--- src/rtl/arbitro_qos_pkg.sv ---
// arbitro_qos_pkg: shared widths and FSM encoding for the QoS arbiter and its FIFO/demux neighbours
package arbitro_qos_pkg;
   localparam int QOS_DATA_W  = 12;
   localparam int QOS_CLASS_W = 2;
   localparam int QOS_CNT_W   = 8;
   typedef enum logic [1:0] {IDLE = 2'd0, RUN = 2'd1, STALL = 2'd2} state_t;
endpackage

--- src/rtl/arbitro_qos_sat_counter.sv ---
// qos_sat_counter: statistics counter that sticks at all-ones instead of wrapping
module qos_sat_counter #(
   parameter int CNT_W = 8
) (
   input  logic             clk,
   input  logic             reset,
   input  logic             inc,
   output logic [CNT_W-1:0] count
);
   always_ff @(posedge clk or negedge reset)
      if (!reset) count <= '0;
      else if (inc && count != '1) count <= count + 1'b1;
endmodule

--- src/rtl/arbitro_qos.sv ---
// arbitro_qos: pops the ingress FIFO and steers each word to its class's egress FIFO,
// holding only a word whose own target is almost full; zero words are counted and dropped
module arbitro_qos
   import arbitro_qos_pkg::*;
#(
   parameter int DATA_W  = QOS_DATA_W,
   parameter int CLASS_W = QOS_CLASS_W,
   parameter int NUM_CH  = 2 ** CLASS_W,
   parameter int CNT_W   = QOS_CNT_W
) (
   input  logic               clk,
   input  logic               reset,
   input  logic               active,
   input  logic               fifo_empty,
   input  logic [DATA_W-1:0]  fifo_data,
   input  logic [NUM_CH-1:0]  almost_full,
   output logic               pop,
   output logic [NUM_CH-1:0]  push,
   output logic [DATA_W-1:0]  data_out,
   input  logic [CLASS_W:0]   cnt_sel,
   output logic [CNT_W-1:0]   cnt_out,
   output logic               idle
);
   localparam logic [CLASS_W:0] SEL_MAX = (CLASS_W + 1)'(NUM_CH);
   state_t state, state_nx;
   logic rd_valid, hold_valid, blocked, drop, latch;
   logic [DATA_W-1:0] hold;
   logic [CLASS_W-1:0] rd_cls, hold_cls;
   logic [CNT_W-1:0] cnts [0:NUM_CH];

   assign rd_cls   = fifo_data[DATA_W-1 -: CLASS_W];
   assign hold_cls = hold[DATA_W-1 -: CLASS_W];
   assign blocked  = rd_valid && fifo_data != '0 && almost_full[rd_cls];
   assign idle     = state == IDLE;
   assign cnt_out  = (cnt_sel <= SEL_MAX) ? cnts[cnt_sel] : '0;

   always_comb begin
      state_nx = state;
      pop      = 1'b0;
      push     = '0;
      data_out = '0;
      drop     = 1'b0;
      latch    = 1'b0;
      case (state)
         IDLE: state_nx = active ? RUN : IDLE;
         RUN: begin
            pop   = active && !fifo_empty && !blocked;
            drop  = rd_valid && fifo_data == '0;
            latch = blocked;
            if (rd_valid && fifo_data != '0 && !blocked) begin
               push[rd_cls] = 1'b1;
               data_out     = fifo_data;
            end
            state_nx = blocked ? STALL : (!active && !rd_valid) ? IDLE : RUN;
         end
         STALL: if (hold_valid && !almost_full[hold_cls]) begin
            push[hold_cls] = 1'b1;
            data_out       = hold;
            state_nx       = active ? RUN : IDLE;
         end
         default: state_nx = IDLE;
      endcase
   end

   always_ff @(posedge clk or negedge reset)
      if (!reset) begin
         state      <= IDLE;
         rd_valid   <= 1'b0;
         hold_valid <= 1'b0;
         hold       <= '0;
      end else begin
         state    <= state_nx;
         rd_valid <= pop;
         if (latch) begin
            hold       <= fifo_data;
            hold_valid <= 1'b1;
         end else if (state == STALL && push != '0) hold_valid <= 1'b0;
      end

   // one counter per class plus the drop counter in the last slot
   for (genvar c = 0; c <= NUM_CH; c++) begin : g_cnt
      if (c < NUM_CH) begin : g_cls
         qos_sat_counter #(.CNT_W(CNT_W)) u_cnt (.clk(clk), .reset(reset), .inc(push[c]), .count(cnts[c]));
      end else begin : g_drop
         qos_sat_counter #(.CNT_W(CNT_W)) u_cnt (.clk(clk), .reset(reset), .inc(drop), .count(cnts[c]));
      end
   end
endmodule

--- config.mk ---
export PLATFORM = sky130hd
export DESIGN_NAME = arbitro_qos
export DESIGN_NICKNAME = d
export VERILOG_FILES = /design/src/rtl/arbitro_qos_pkg.sv /design/src/rtl/arbitro_qos_sat_counter.sv /design/src/rtl/arbitro_qos.sv
export SDC_FILE = /design/constraint.sdc
export NUM_CORES = 1
export LEC_CHECK = 0
export CAP_MARGIN = 15
export CORE_MARGIN = 5
export CORE_UTILIZATION = 55
export CTS_CLUSTER_DIAMETER = 200
export CTS_CLUSTER_SIZE = 40
export DETAILED_ROUTE_END_ITERATION = 6
export GPL_ROUTABILITY_DRIVEN = 1
export HOLD_SLACK_MARGIN = 0.1
export PLACE_DENSITY = 0.81
export SLEW_MARGIN = 20
export SYNTH_ARGS = -nofsm -noshare
export SYNTH_HDL_FRONTEND = slang
export SYNTH_SLANG_ARGS = --single-unit
--- constraint.sdc ---
create_clock -name clk -period 3.3 [get_ports clk]
set_input_delay 0.825 -clock clk [delete_from_list [all_inputs] [get_ports clk]]
set_output_delay 0.825 -clock clk [all_outputs]
set_load 0.05 [all_outputs]
# --- Word level (Yosys, flattened, before mapping) ---
# Index checks and enable logic that the tools add are counted.
classes:
  n_eq_ne: 8
  muxes: 28
  n_bitwise: 1
  magnitude_cmp: 6
  n_addsub: 5
  reduce_logical: 26
ops:
  columns: ["operator", "n"]
  rows:
  - ["8-bit by 1-bit adder with 8-bit output (second input constant)", 5]
  - ["8-bit != test (second input constant)", 5]
  - ["8-bit binary-select mux with 3-bit select", 1]
  - ["12-bit two-way mux", 2]
  - ["8-bit two-way mux", 3]
  - ["12-bit case mux with 2 select lines", 1]
  - ["1-bit logical AND", 16]
  - ["12-bit logical NOT", 1]
  - ["12-bit nonzero test", 1]
  - ["1-bit two-way mux", 11]
  - ["4-bit two-way mux", 2]
  - ["4-bit case mux with 2 select lines", 1]
  - ["2-bit by 3-bit less-than comparator with 1-bit output (second input constant)", 2]
  - ["2-bit case mux with 3 select lines", 1]
  - ["1-bit logical NOT", 5]
  - ["1-bit binary-select mux with 2-bit select", 2]
  - ["1-bit demux with 2-bit select", 2]
  - ["2-bit by 1-bit >= comparator with 1-bit output (second input constant)", 2]
  - ["4-bit >= comparator (second input constant)", 1]
  - ["2-bit two-way mux", 2]
  - ["3-bit inverter with 4-bit output", 1]
  - ["4-bit nonzero test", 1]
  - ["3-bit <= comparator (second input constant)", 1]
  - ["2-bit by 1-bit equality test with 1-bit output (second input constant)", 1]
  - ["4 further kinds", 4]
totals:
  ff_bits: 56
  wordCells: 83
  out_inout_bits: 26

# --- Logic depth before layout (Yosys ltp) ---
# Gate-level depths: netlist of the first run.
logic_depth:
  depth_word: 11
  depth_mapped: 8

# --- By module ---
# Synthesis of the first run repeated with hierarchy kept, for this count alone.
unflattened:
  cells_unflattened: 318
  hier_area_um2: 3488.3
by_module_without_submodules:
  columns: ["mod", "area_per_inst_um2", "instances", "cells_per_inst"]
  rows:
  - ["qos_sat_counter", 407.9, 5, 34]
  - ["arbitro_qos", 1448.9, 1, 148]

# --- Worst setup path before layout of the first run ---
# OpenSTA, ideal clock, no wires.
synth_timing:
  path_kind: "in2out"
  from: "input fifo_data[10]"
  to: "output data_out[11]"
  path_slack_ns: -0.546
  path_stages: 5
  t_arrival_ns: 3.021
  cell_sequence: "mux4_1 -> nor3_1 -> buf_2 -> nand2_1 -> a21boi_0"
synth_between:
  elab_chain_cells: 7
  elab_cells_between_ends: 9
  classes_between: "mux: 4; reduce/logical: 5"
synth_lines:
  columns: ["element", "line_no", "text"]
  rows:
  - ["start: declaration", "arbitro_qos.sv:15", "input logic [DATA_W-1:0] fifo_data,"]
  - ["1-bit binary-select mux with 2-bit select or 12-bit nonzero test (tied branches)", "arbitro_qos.sv:33, arbitro_qos.sv:50", null]
  - ["1-bit two-way mux (not written as such) or 1-bit logical AND (tied branches)", "arbitro_qos.sv:33, arbitro_qos.sv:50", null]
  - ["1-bit logical AND", "arbitro_qos.sv:33", "assign blocked = rd_valid && fifo_data != '0 && almost_full[rd_cls];"]
  - ["1-bit logical NOT", "arbitro_qos.sv:50", "if (rd_valid && fifo_data != '0 && !blocked) begin"]
  - ["1-bit logical AND *", "arbitro_qos.sv:50", null]
  - ["12-bit two-way mux *", "arbitro_qos.sv:50", null]
  - ["12-bit case mux with 2 select lines *", "arbitro_qos.sv:44", "case (state)"]
  - ["end: declaration", "arbitro_qos.sv:19", "output logic [DATA_W-1:0] data_out,"]
# Every way passes the cells marked *; elsewhere a longest branch is shown, timed or not. The select of a mux whose other input is x is not followed.

# --- Worst setup path after layout of the first run ---
layout_timing:
  from: "input almost_full[1]"
  to: "output pop"
layout_between:
  elab_chain_cells: 6
layout_lines:
  columns: ["element", "line_no", "text"]
  rows:
  - ["start: declaration", "arbitro_qos.sv:16", "input logic [NUM_CH-1:0] almost_full,"]
  - ["1-bit binary-select mux with 2-bit select", "arbitro_qos.sv:33", null]
  - ["1-bit two-way mux (not written as such)", "arbitro_qos.sv:33", null]
  - ["1-bit logical AND", "arbitro_qos.sv:33", null]
  - ["1-bit logical NOT", "arbitro_qos.sv:47", "pop = active && !fifo_empty && !blocked;"]
  - ["1-bit logical AND", "arbitro_qos.sv:47", null]
  - ["1-bit two-way mux", "arbitro_qos.sv:44", null]
  - ["end: declaration", "arbitro_qos.sv:17", "output logic pop,"]
# No other way between the ends. The select of a mux whose other input is x is not followed.

==> reports/results.md, run 1 <==
| Result | This run |
| --- | --- |
| Effective utilization at floorplan | 56.1% |
| Clock transition time at the flip-flop clock pins of the worst setup and hold paths | 0.10 ns |
| I/O pin total | 49 |
| Sequential fraction of the synthesis area | 42.5% |
| Worst hold margin | 0.410 ns |
| Number of buffers inserted during clock tree synthesis | 5 |
| Top cell type by total area after synthesis | dfrtp_1 |
| Vias/cell | 6.11 |
| Maximum Capacitance Violations | 0 |
| Static power due to leakage | 2.09 nW |
| Clock Tree Root | clkbuf_8 |
| Horizontal die dimension | 87.5 microns |
| Worst slew margin relative to its limit | 61.3% |
| Buffer levels on the longest clock path | 2 |
| Max stage delay on crit path | 0.49 ns |
| Final critical-path share of the clock period | 97.9% |
| DRC Markers | 0 |
| Layout Utilization | 77.5% |
| Post-CTS Hold Buffers | 0 |
| Final Hold Fails | 0 |
| Layout overhead on the synthesized area | 38.2% |
| Worst EP arrival | 2.40 ns |
| Cell-internal power | 0.00117 W |
| Cell types with the largest area share after synthesis | dfrtp_1 (42%), mux2_2 (7.5%), mux4_2 (5.5%), xnor2_1 (5.0%), nand4_1 (3.6%) |
| First-pass GRT wire length | 14,400 microns |
| Max Freq | 310 MHz |
| Buffers added on ports | 48 |
| Combined area of all synthesized cells | 3300 sq um |
| Path class of the lowest-slack min-delay path | primary input to asynchronous set/reset pin |
| Synth Register Bits | 56 |
| Post-place setup slack | -0.295 ns |
| Most common library cell in the layout ignoring fill and taps | dfrtp_1 |
| Time the final worst path needs with I/O delays and setup | 3.23 ns |
| Final setup violation count | 0 |
| Power per cell area | 361 nW/um^2 |
| Share of synthesized flip-flops with an asynchronous set or reset | 100% |
| Proportion of netlist area held by the largest area contributor | 42.5% |
| Status | finished clean |
| Initial antenna violation count | 0 |
| Overall routing resource usage | 24.3% |
| Number of max-slew violations in the final report | 0 |
| Total Power Consumption | 0.00165 W |
| Total placed cells including tap cells | 447 |
| Vias in the first global route | 2,902 |
| Fraction of layout instances using a drive strength above 1 | 34.6% |
| Worst slew pin tran | 0.581 ns |
| Kind of start point of the critical path | primary input |
| Die outline height | 87.5 microns |
| CP Launch Point | almost_full[1] |
| Pin count of the biggest net entering global routing | 41 |
| Total Routed Length | 8830 microns |
| Average wire per standard cell | 19.3 microns |
| Clock Sinks | 56 |
| Area inside the core boundary | 5890 sq um |
| Req. time, crit path | 2.47 ns |
| Post-Synthesis Cells | 307 |
| Iteration-0 DRC Markers | 202 |
| Final cell count without fillers | 457 |
| Startpoint of the worst register-to-register path | state[0] |
| Predominant post-synthesis flop cell | dfrtp_1 |
| Weighted congestion reported at the end of routability-driven placement | 0.861 |
| CTS H-tree depth | 2 |
| First-pass DRT Iterations | 4 |
| Clock Skews | 0.00229 ns |
| Combinational power share | 20.2% |
| Global route total overflow | 0 |
| Standard-cell rows | 28 |
| Critical Path Sink Type | output pin |
| Switching part of the total power | 28.7% |
| Switching power of the nets | 0.000473 W |
| Master of the slowest instance on the critical path | mux4_2 |
| Setup repair after global routing missed its margin | false |
| Share of power burned in the clock network | 27.7% |
| Number of vias in the routed layout | 2,792 |
| Die Area | 7650 sq um |
| Type of the worst setup path | primary input to output pin |
| Yosys warning count | 0 |
| Setup slack after layout | 0.0707 ns |
| Number of nets in the synthesized netlist | 339 |
| Clock latency reported for the late side of the worst-skew pair | 0.32 ns |
| Final net count | 413 |
| Number of flops mapped to enable cells by yosys | 0 |
| Ant diodes | 0 |
| Mean cell area of the mapped netlist | 10.8 sq um |
| Sequential power share | 52.1% |
| Commonest cells after routing, fill and taps aside | dfrtp_1 (56), buf_4 (29), buf_12 (26) |
| Maximum fanout encountered on the critical timing path | 4 |
| IR Drop Worst-Case VDD | 0.254 mV |
| Antenna Violating Nets Remaining | 0 |
| Clock tree from TritonCTS | done |
| Half-perimeter wire length of the detailed placement result | 6020 microns |
| Number of different library cells in the post-synthesis netlist | 46 |
| Cells along the critical path | dlygate4sd2_1 -> mux4_2 -> buf_4 -> nand3_1 -> nand2_2 -> nor3b_4 -> buf_12 |
logic make-up after synthesis:
group	Yosys count	synth area share, %
AO/OA/AOI/OAI	46	9.86
multiplexers	32	14.1
adder cells (fa/ha/maj)	9	3.41
flip-flops	56	42.5
XOR/XNOR	25	6.63
buffers and inverters	24	3.45
AND/OR/NAND/NOR	115	20.1
registers in the layout (all words and copies together) (netlist names):
register	flops
state	2
hold_valid	1
g_cnt.g_drop.u_cnt.count	8
g_cnt.g_cls.u_cnt.count	32
rd_valid	1
hold	12
critical path, delay by kind of cell:
kind          cells  cell delay (ns)
simple gates      3             0.47
buf+inv           3             0.61
mux               1             0.49
power groups by stage:
stage / logic [W] / registers, W / clock network, W
6_report: 0.000334 / 0.000859 / 0.000456
5_1_grt: 0.000361 / 0.000870 / 0.000486
4_1_cts: 0.000326 / 0.000855 / 0.000459
3_5_place_dp: 0.000315 / 0.000861 / 0
3_3_place_gp: 0.000306 / 0.000857 / 0
2_1_floorplan: 0.000224 / 0.000819 / 0
routing by layer:
metal / GRT usage (%) / part of all wire (%) / up-vias
met1: 31.7 / 41 / 1396
met3: 4.35 / 4.5 / 19
met4: 8.79 / 1.9 / 0
li1: - / - / 1299
met5: 0 / 0 / -
met2: 40.3 / 52 / 78
per-stage QoR:
stage | area (sq um) | TNS (ns)
floorplan | 3330 | -0.177
global placement | 4320 | -2.23
detailed placement | 4320 | -2.81
CTS | 4520 | 0
global route | 4560 | 0
finish | 4560 | 0
cell type report:
cell class,instances,area (sq um)
fill,332,1320
sequential,56,1400
multi-input combinational,227,1920
inverter,10,37.5
clock buffer,5,68.8
tap,75,93.8
timing repair buffer,81,1000
clock inverter,3,42.5
synthesized netlist by cell type (8+ instances only):
cell type and instances:
nand4_1 19, a21oi_1 10, o21ai_0 8, xnor2_1 19, a22oi_1 10, inv_1 10
nor2b_1 13, ha_1 9, and3_1 13, nand2_1 21, dfrtp_1 56, nand3_1 11
mux4_2 8, mux2_2 22
worst paths after layout:
kind / end / slack, ns / depth (start not counted)
setup / recovery: pop / 0.07 / 7
hold / removal: g_cnt[0].g_cls.u_cnt.count[6] / 0.41 / 1
setup reg to reg: g_cnt[0].g_cls.u_cnt.count[1] / 0.66 / 8
hold reg to reg: g_cnt[4].g_drop.u_cnt.count[7] / 0.51 / 1
max in group asynchronous: hold[1] / 2.06 / 2
min in group clk: g_cnt[4].g_drop.u_cnt.count[7] / 0.51 / 1
timing repair:
action | CTS | global route
setup endpoints to repair | 13 | 13
gates resized for setup | 31 | 15
setup buffers | 1 | 0
hold endpoints to repair | 0 | 0
pin swaps | 4 | 6
cloned | 1 | 0
(Power assumes the default switching activity.)
==> inputs of run 2 (changes only) <==
--- a/config.mk
+++ b/config.mk
@@ -14,6 +14,7 @@
 export GPL_ROUTABILITY_DRIVEN = 1
 export HOLD_SLACK_MARGIN = 0.1
 export PLACE_DENSITY = 0.81
+export SETUP_SLACK_MARGIN = 0.02
 export SLEW_MARGIN = 20
 export SYNTH_ARGS = -nofsm -noshare
 export SYNTH_HDL_FRONTEND = slang
==> constraint.sdc (replaced) <==
create_clock -name clk -period 3.1 [get_ports clk]
set_input_delay 0.775 -clock clk [delete_from_list [all_inputs] [get_ports clk]]
set_output_delay 0.775 -clock clk [all_outputs]
set_load 0.05 [all_outputs]
==> run 2 against run 1 <==
The flow now finishes with violations (negative setup slack). Power increased by 4.9%. Sequential share of layout area decreased by 0.99 points. Worst setup slack got worse by 0.085 ns. Global-route usage up 0.23 points. Critical endpoint is now push[0]. Largest power group unchanged. Highest routed layer unchanged.
==> reports/results.md, run 2 (same netlist as run 1, synthesis figures left out) <==
| Result | This run |
| --- | --- |
| Final setup violation count | 1 |
| Average wire per standard cell | 19.8 microns |
| Setup slack after layout | -0.0139 ns |
| Final critical-path share of the clock period | 100% |
| Clock Sinks | 56 |
| Antenna Violating Nets Remaining | 0 |
| Status | finished with violations |
| Combined buffer and inverter count along the critical path | 2 |
| Final net count | 427 |
| Buffer levels on the longest clock path | 2 |
| Time the final worst path needs with I/O delays and setup | 3.11 ns |
| Overall routing resource usage | 24.5% |
| Clock Skews | 0.00488 ns |
| Switching power of the nets | 0.000526 W |
| First-pass GRT wire length | 14,600 microns |
| Number of max-slew violations in the final report | 0 |
| Register with the most flip-flops | g_cnt.g_cls.u_cnt.count |
| Clock Tree Root | clkbuf_8 |
| Die outline height | 87.5 microns |
| Iteration-0 DRC Markers | 227 |
| Max stage delay on crit path | 0.45 ns |
| Startpoint of the worst register-to-register path | state[0] |
| Layout overhead on the synthesized area | 42.9% |
| First-pass DRT Iterations | 5 |
| Die Area | 7650 sq um |
| Effective utilization at floorplan | 56.1% |
| Half-perimeter wire length of the detailed placement result | 6450 microns |
| Area inside the core boundary | 5890 sq um |
| Fraction of layout instances using a drive strength above 1 | 39.4% |
| Worst hold margin | 0.474 ns |
| Clock latency reported for the late side of the worst-skew pair | 0.31 ns |
| Cell count of the worst reg-to-reg path | 8 |
| Standard-cell rows | 28 |
| I/O pin total | 49 |
| Vias/cell | 6.19 |
| DRC Markers | 0 |
| Registers with the highest flip-flop counts | g_cnt.g_cls.u_cnt.count: 32 flops, hold: 12 flops, g_cnt.g_drop.u_cnt.count: 8 flops |
| Worst slew margin relative to its limit | 56.5% |
| Max Freq | 321 MHz |
| Power per cell area | 367 nW/um^2 |
| Initial antenna violation count | 0 |
| Path class of the lowest-slack min-delay path | primary input to asynchronous set/reset pin |
| Layout Utilization | 80.1% |
| Maximum fanout encountered on the critical timing path | 7 |
| Number of buffers inserted during clock tree synthesis | 5 |
| Clock transition time at the flip-flop clock pins of the worst setup and hold paths | 0.10 ns |
| Worst slew pin tran | 0.653 ns |
| Maximum Capacitance Violations | 0 |
| CTS H-tree depth | 2 |
| Commonest cells after routing, fill and taps aside | dfrtp_1 (56), buf_4 (42), buf_12 (27) |
| Final Hold Fails | 0 |
| Req. time, crit path | 2.32 ns |
| Combinational power share | 23.2% |
| Critical Path Sink Type | output pin |
| Post-place instance area | 4440 sq um |
| Post-CTS Hold Buffers | 0 |
| Buffers added on ports | 48 |
| Switching part of the total power | 30.4% |
| Flip-flop count of the largest register, all copies and words added | 32 |
| Most common library cell in the layout ignoring fill and taps | dfrtp_1 |
| Clock tree from TritonCTS | done |
| Setup slack, reg-to-reg | 0.43 ns |
| Number of vias in the routed layout | 2,917 |
| Failing checks | negative setup slack |
| End of the worst register-to-register path | g_cnt[0].g_cls.u_cnt.count[1] |
| Share of power burned in the clock network | 23.7% |
| Kind of start point of the critical path | register |
| Static power due to leakage | 2.13 nW |
| Global route total overflow | 0 |
| Vias in the first global route | 3,005 |
| Pin count of the biggest net entering global routing | 30 |
| Cells along the critical path | inv_1 -> ha_2 -> nor4b_1 -> nand3_1 -> o21ai_4 -> buf_12 |
| Ant diodes | 0 |
| Horizontal die dimension | 87.5 microns |
| Total Routed Length | 9350 microns |
| Cell-internal power | 0.00120 W |
| Type of the worst setup path | register to output pin |
| Worst EP arrival | 2.34 ns |
| Sequential power share | 53.2% |
| Final std cell area, no fill | 4720 sq um |
| Weighted congestion reported at the end of routability-driven placement | 0.875 |
| IR Drop Worst-Case VDD | 0.299 mV |
| Master of the slowest instance on the critical path | dfrtp_1 |
| Largest delay share family, worst path | simple AND/OR/NAND/NOR gates |
run 2: power groups by stage:
stage | Clock, W | Combinational (W) | Sequential, W
final | 0.000409 | 0.000401 | 0.000920
after global routing | 0.000437 | 0.000431 | 0.000927
after detailed placement | 0 | 0.000368 | 0.000918
after global placement | 0 | 0.000353 | 0.000909
after CTS | 0.000418 | 0.000387 | 0.000914
after floorplan | 0 | 0.000251 | 0.000871
run 2: worst max-delay path by stage:
stage | startpoint | endpoint | cells past startpoint
after floorplan | fifo_data[10] | data_out[11] | 5
final | state[0] | push[0] | 6
after global routing | state[0] | push[0] | 6
after CTS | almost_full[3] | data_out[11] | 7
after detailed placement | fifo_data[10] | data_out[11] | 7
after global placement | fifo_data[10] | data_out[11] | 7
run 2: area by class of cell:
type / count / area (sq um)
Fill cell: 330 / 1170
Multi-Input combinational cell: 227 / 2000
Clock inverter: 2 / 13.8
Timing Repair Buffer: 95 / 1100
Inverter: 10 / 37.5
Tap cell: 75 / 93.8
Sequential cell: 56 / 1400
Clock buffer: 6 / 72.6
run 2: per-layer routing:
layer / track usage [%] / vias up / part of all wire [%] / wire [microns]
met5: 0 / - / 0 / 0
met4: 9.48 / 0 / 2.9 / 275
met3: 4.73 / 32 / 5.7 / 536
met2: 42.2 / 132 / 53 / 4960
met1: 30.1 / 1440 / 38 / 3580
li1: - / 1313 / - / -
run 2: repair_timing:
action,4_1_cts,5_1_grt
pin swaps,10,9
resized for setup,49,17
buffers inserted,4,3
setup endpoints to repair,14,22
cloned,0,1
run 2: metrics by stage:
step	cells	TNS (ns)	setup slack (ns)	power, W
finish	471	-0.0139	-0.0139	0.00173
global route	471	-0.0801	-0.0471	0.00180
CTS	467	0	0.0233	0.00172
detailed placement	455	-4.73	-0.451	0.00129
global placement	455	-3.49	-0.364	0.00126
floorplan	307	-0.277	-0.277	0.00112
run 2: worst reg2reg max path, cell delays in order (launching register included):
cell and delay, ns:
dfrtp_1 0.45, inv_1 0.12, ha_2 0.42, nor4b_1 0.37, nand3_1 0.23, o21ai_4 0.27, buf_4 0.20, and2_1 0.17
mux2_2 0.34
==> inputs of run 3 (changes only) <==
--- a/config.mk
+++ b/config.mk
@@ -8,12 +8,14 @@
 export CAP_MARGIN = 15
 export CORE_MARGIN = 5
 export CORE_UTILIZATION = 55
-export CTS_CLUSTER_DIAMETER = 200
+export CTS_CLUSTER_DIAMETER = 120
 export CTS_CLUSTER_SIZE = 40
 export DETAILED_ROUTE_END_ITERATION = 6
 export GPL_ROUTABILITY_DRIVEN = 1
+export GPL_TIMING_DRIVEN = 0
 export HOLD_SLACK_MARGIN = 0.1
 export PLACE_DENSITY = 0.81
+export REMOVE_ABC_BUFFERS = 1
 export SETUP_SLACK_MARGIN = 0.02
 export SLEW_MARGIN = 20
 export SYNTH_ARGS = -nofsm -noshare
==> run 3 against run 2 <==
The flow now finishes without violations. Wire length is 9.8% lower. Worst hold slack better by 0.029 ns. First-iteration DRC count increased by 59%. Via count shrank 3.6%. Critical endpoint is now data_out[7]. Highest routed layer unchanged.
==> reports/results.md, run 3 (same netlist as run 1, synthesis figures left out) <==
| Result | This run |
| --- | --- |
| Status | finished clean |
| DRC Markers | 0 |
| Initial antenna violation count | 0 |
| Final cell count without fillers | 442 |
| Registers with the highest flip-flop counts | g_cnt.g_cls.u_cnt.count: 32 flops, hold: 12 flops, g_cnt.g_drop.u_cnt.count: 8 flops |
| Buffer levels on the longest clock path | 2 |
| Vias in the first global route | 2,717 |
| Max Freq | 329 MHz |
| IR Drop Worst-Case VDD | 0.270 mV |
| Type of the worst setup path | primary input to output pin |
| Die outline height | 87.5 microns |
| Setup slack after layout | 0.0636 ns |
| Setup repair after global routing missed its margin | true |
| Worst slew margin relative to its limit | 46.7% |
| Die Area | 7650 sq um |
| Total placed cells including tap cells | 416 |
| Horizontal die dimension | 87.5 microns |
| Ant diodes | 0 |
| Global route total overflow | 0 |
| Register with the most flip-flops | g_cnt.g_cls.u_cnt.count |
| Maximum Capacitance Violations | 0 |
| End of the worst register-to-register path | g_cnt[0].g_cls.u_cnt.count[1] |
| Final net count | 398 |
| Commonest cells after routing, fill and taps aside | dfrtp_1 (55), mux2_2 (22), nand4_1 (19), xnor2_1 (19), buf_4 (19) |
| Effective utilization at floorplan | 56.1% |
| Flip-flop count of the largest register, all copies and words added | 32 |
| Startpoint of the worst register-to-register path | state[0] |
| Maximum fanout encountered on the critical timing path | 4 |
| First-pass DRT Iterations | 6 |
| Total Routed Length | 8430 microns |
| Layout overhead on the synthesized area | 26.4% |
| Post-place setup slack | -1.63 ns |
| Path class of the lowest-slack min-delay path | primary input to asynchronous set/reset pin |
| Clock transition time at the flip-flop clock pins of the worst setup and hold paths | 0.10 ns |
| Static power due to leakage | 1.89 nW |
| Worst slew pin tran | 0.798 ns |
| Time the final worst path needs with I/O delays and setup | 3.04 ns |
| CP Launch Point | fifo_data[10] |
| I/O pin total | 49 |
| Clock Skews | 0.00686 ns |
| Number of buffers inserted during clock tree synthesis | 5 |
| First-pass GRT wire length | 13,100 microns |
| Power per cell area | 398 nW/um^2 |
| Final Hold Fails | 0 |
| Standard-cell rows | 28 |
| Combined buffer and inverter count along the critical path | 4 |
| Clock latency reported for the late side of the worst-skew pair | 0.31 ns |
| Fraction of layout instances using a drive strength above 1 | 33.0% |
| Clock tree from TritonCTS | done |
| Area inside the core boundary | 5890 sq um |
| Number of vias in the routed layout | 2,811 |
| Final critical-path share of the clock period | 97.9% |
| Setup slack, reg-to-reg | 0.55 ns |
| Critical Path End | data_out[7] |
| Number of filler instances in the final layout | 411 |
| Vias/cell | 6.36 |
| Req. time, crit path | 2.32 ns |
| Cells along the critical path | buf_12 -> mux4_2 -> nor3_4 -> buf_4 -> buf_16 -> a22oi_2 -> nor2b_1 -> buf_6 |
| Worst EP arrival | 2.26 ns |
| Clock Sinks | 56 |
| Kind of start point of the critical path | primary input |
| Cell count of the worst reg-to-reg path | 9 |
| Weighted congestion reported at the end of routability-driven placement | 0.917 |
| Buffers added on ports | 48 |
| Critical Path Sink Type | output pin |
| Critical Path Stages | 8 |
| Max stage delay on crit path | 0.55 ns |
| CTS H-tree depth | 2 |
| Pin count of the biggest net entering global routing | 57 |
| Average wire per standard cell | 19.1 microns |
| Master of the slowest instance on the critical path | mux4_2 |
| Number of max-slew violations in the final report | 0 |
| Overall routing resource usage | 22.0% |
| Most common library cell in the layout ignoring fill and taps | dfrtp_1 |
| Half-perimeter wire length of the detailed placement result | 5400 microns |
| Clock Tree Root | clkbuf_8 |
| Final setup violation count | 0 |
| Antenna Violating Nets Remaining | 0 |
| Iteration-0 DRC Markers | 360 |
| Largest delay share family, worst path | multiplexers |
==> run 3: final cells by class <==
type	instances	area (sq um)	share of cell area, %
well taps	75	93.8	2.25
repair buffers	66	618	14.8
multi-input cells	227	1930	46.3
inverters	10	37.5	0.900
flip-flops and latches	56	1400	33.6
clock buffers	8	90.1	2.16
==> run 3: how the worst min path moves through the flow <==
stage                     slack, ns                            from                              to
after floorplan                0.45   g_cnt[3].g_cls.u_cnt.count[6]   g_cnt[3].g_cls.u_cnt.count[6]
after global placement         0.48   g_cnt[0].g_cls.u_cnt.count[5]   g_cnt[0].g_cls.u_cnt.count[5]
after detailed placement       0.48   g_cnt[0].g_cls.u_cnt.count[5]   g_cnt[0].g_cls.u_cnt.count[5]
after CTS                      0.50  g_cnt[4].g_drop.u_cnt.count[7]  g_cnt[4].g_drop.u_cnt.count[7]
after global routing           0.52   g_cnt[2].g_cls.u_cnt.count[5]   g_cnt[2].g_cls.u_cnt.count[5]
final                          0.50                           reset   g_cnt[0].g_cls.u_cnt.count[2]
==> run 3: through the flow <==
step           hold WS (ns)  power (W)  TNS, ns  utilization (%)  area, sq um
2_1_floorplan         0.454    0.00109    -6.92                -         3220
3_3_place_gp          0.480    0.00120   -61.15             64.5         3800
3_5_place_dp          0.484    0.00121   -29.86             64.6         3800
4_1_cts               0.505    0.00164  -0.0351             69.4         4080
5_1_grt               0.522    0.00174  -0.0586             70.9         4170
6_report              0.503    0.00166        0             70.9         4170
==> run 3: worst reg2reg max path, stage by stage, from the launching register on <==
cell and delay, ns:
dfrtp_2 0.43, inv_1 0.12, ha_4 0.39, nor4b_2 0.28
nand3_1 0.21, o21ai_4 0.27, buf_4 0.15, buf_4 0.10
and2_1 0.15, mux2_2 0.33
==> run 3: repair_timing <==
action | in CTS | in global routing
setup endpoints to repair | 25 | 25
setup buffers | 10 | 7
gates cloned | 1 | 0
pin swaps | 9 | 9
gates resized for setup | 205 | 35
hold buffers | 0 | 0
==> run 3: power breakdown <==
group / internal, W / switching (W)
clock network: 0.000183 / 0.000231
logic: 0.000177 / 0.000156
registers: 0.000818 / 0.0000957
==> run 3: metal layers <==
| layer | up-vias | global-route usage (%) | routed length [microns] |
|---|---|---|---|
| met5 | - | 0 | 0 |
| met4 | 0 | 7.25 | 234 |
| met3 | 31 | 3.31 | 447 |
| met2 | 119 | 35.1 | 4150 |
| met1 | 1391 | 30.6 | 3600 |
| li1 | 1270 | - | - |
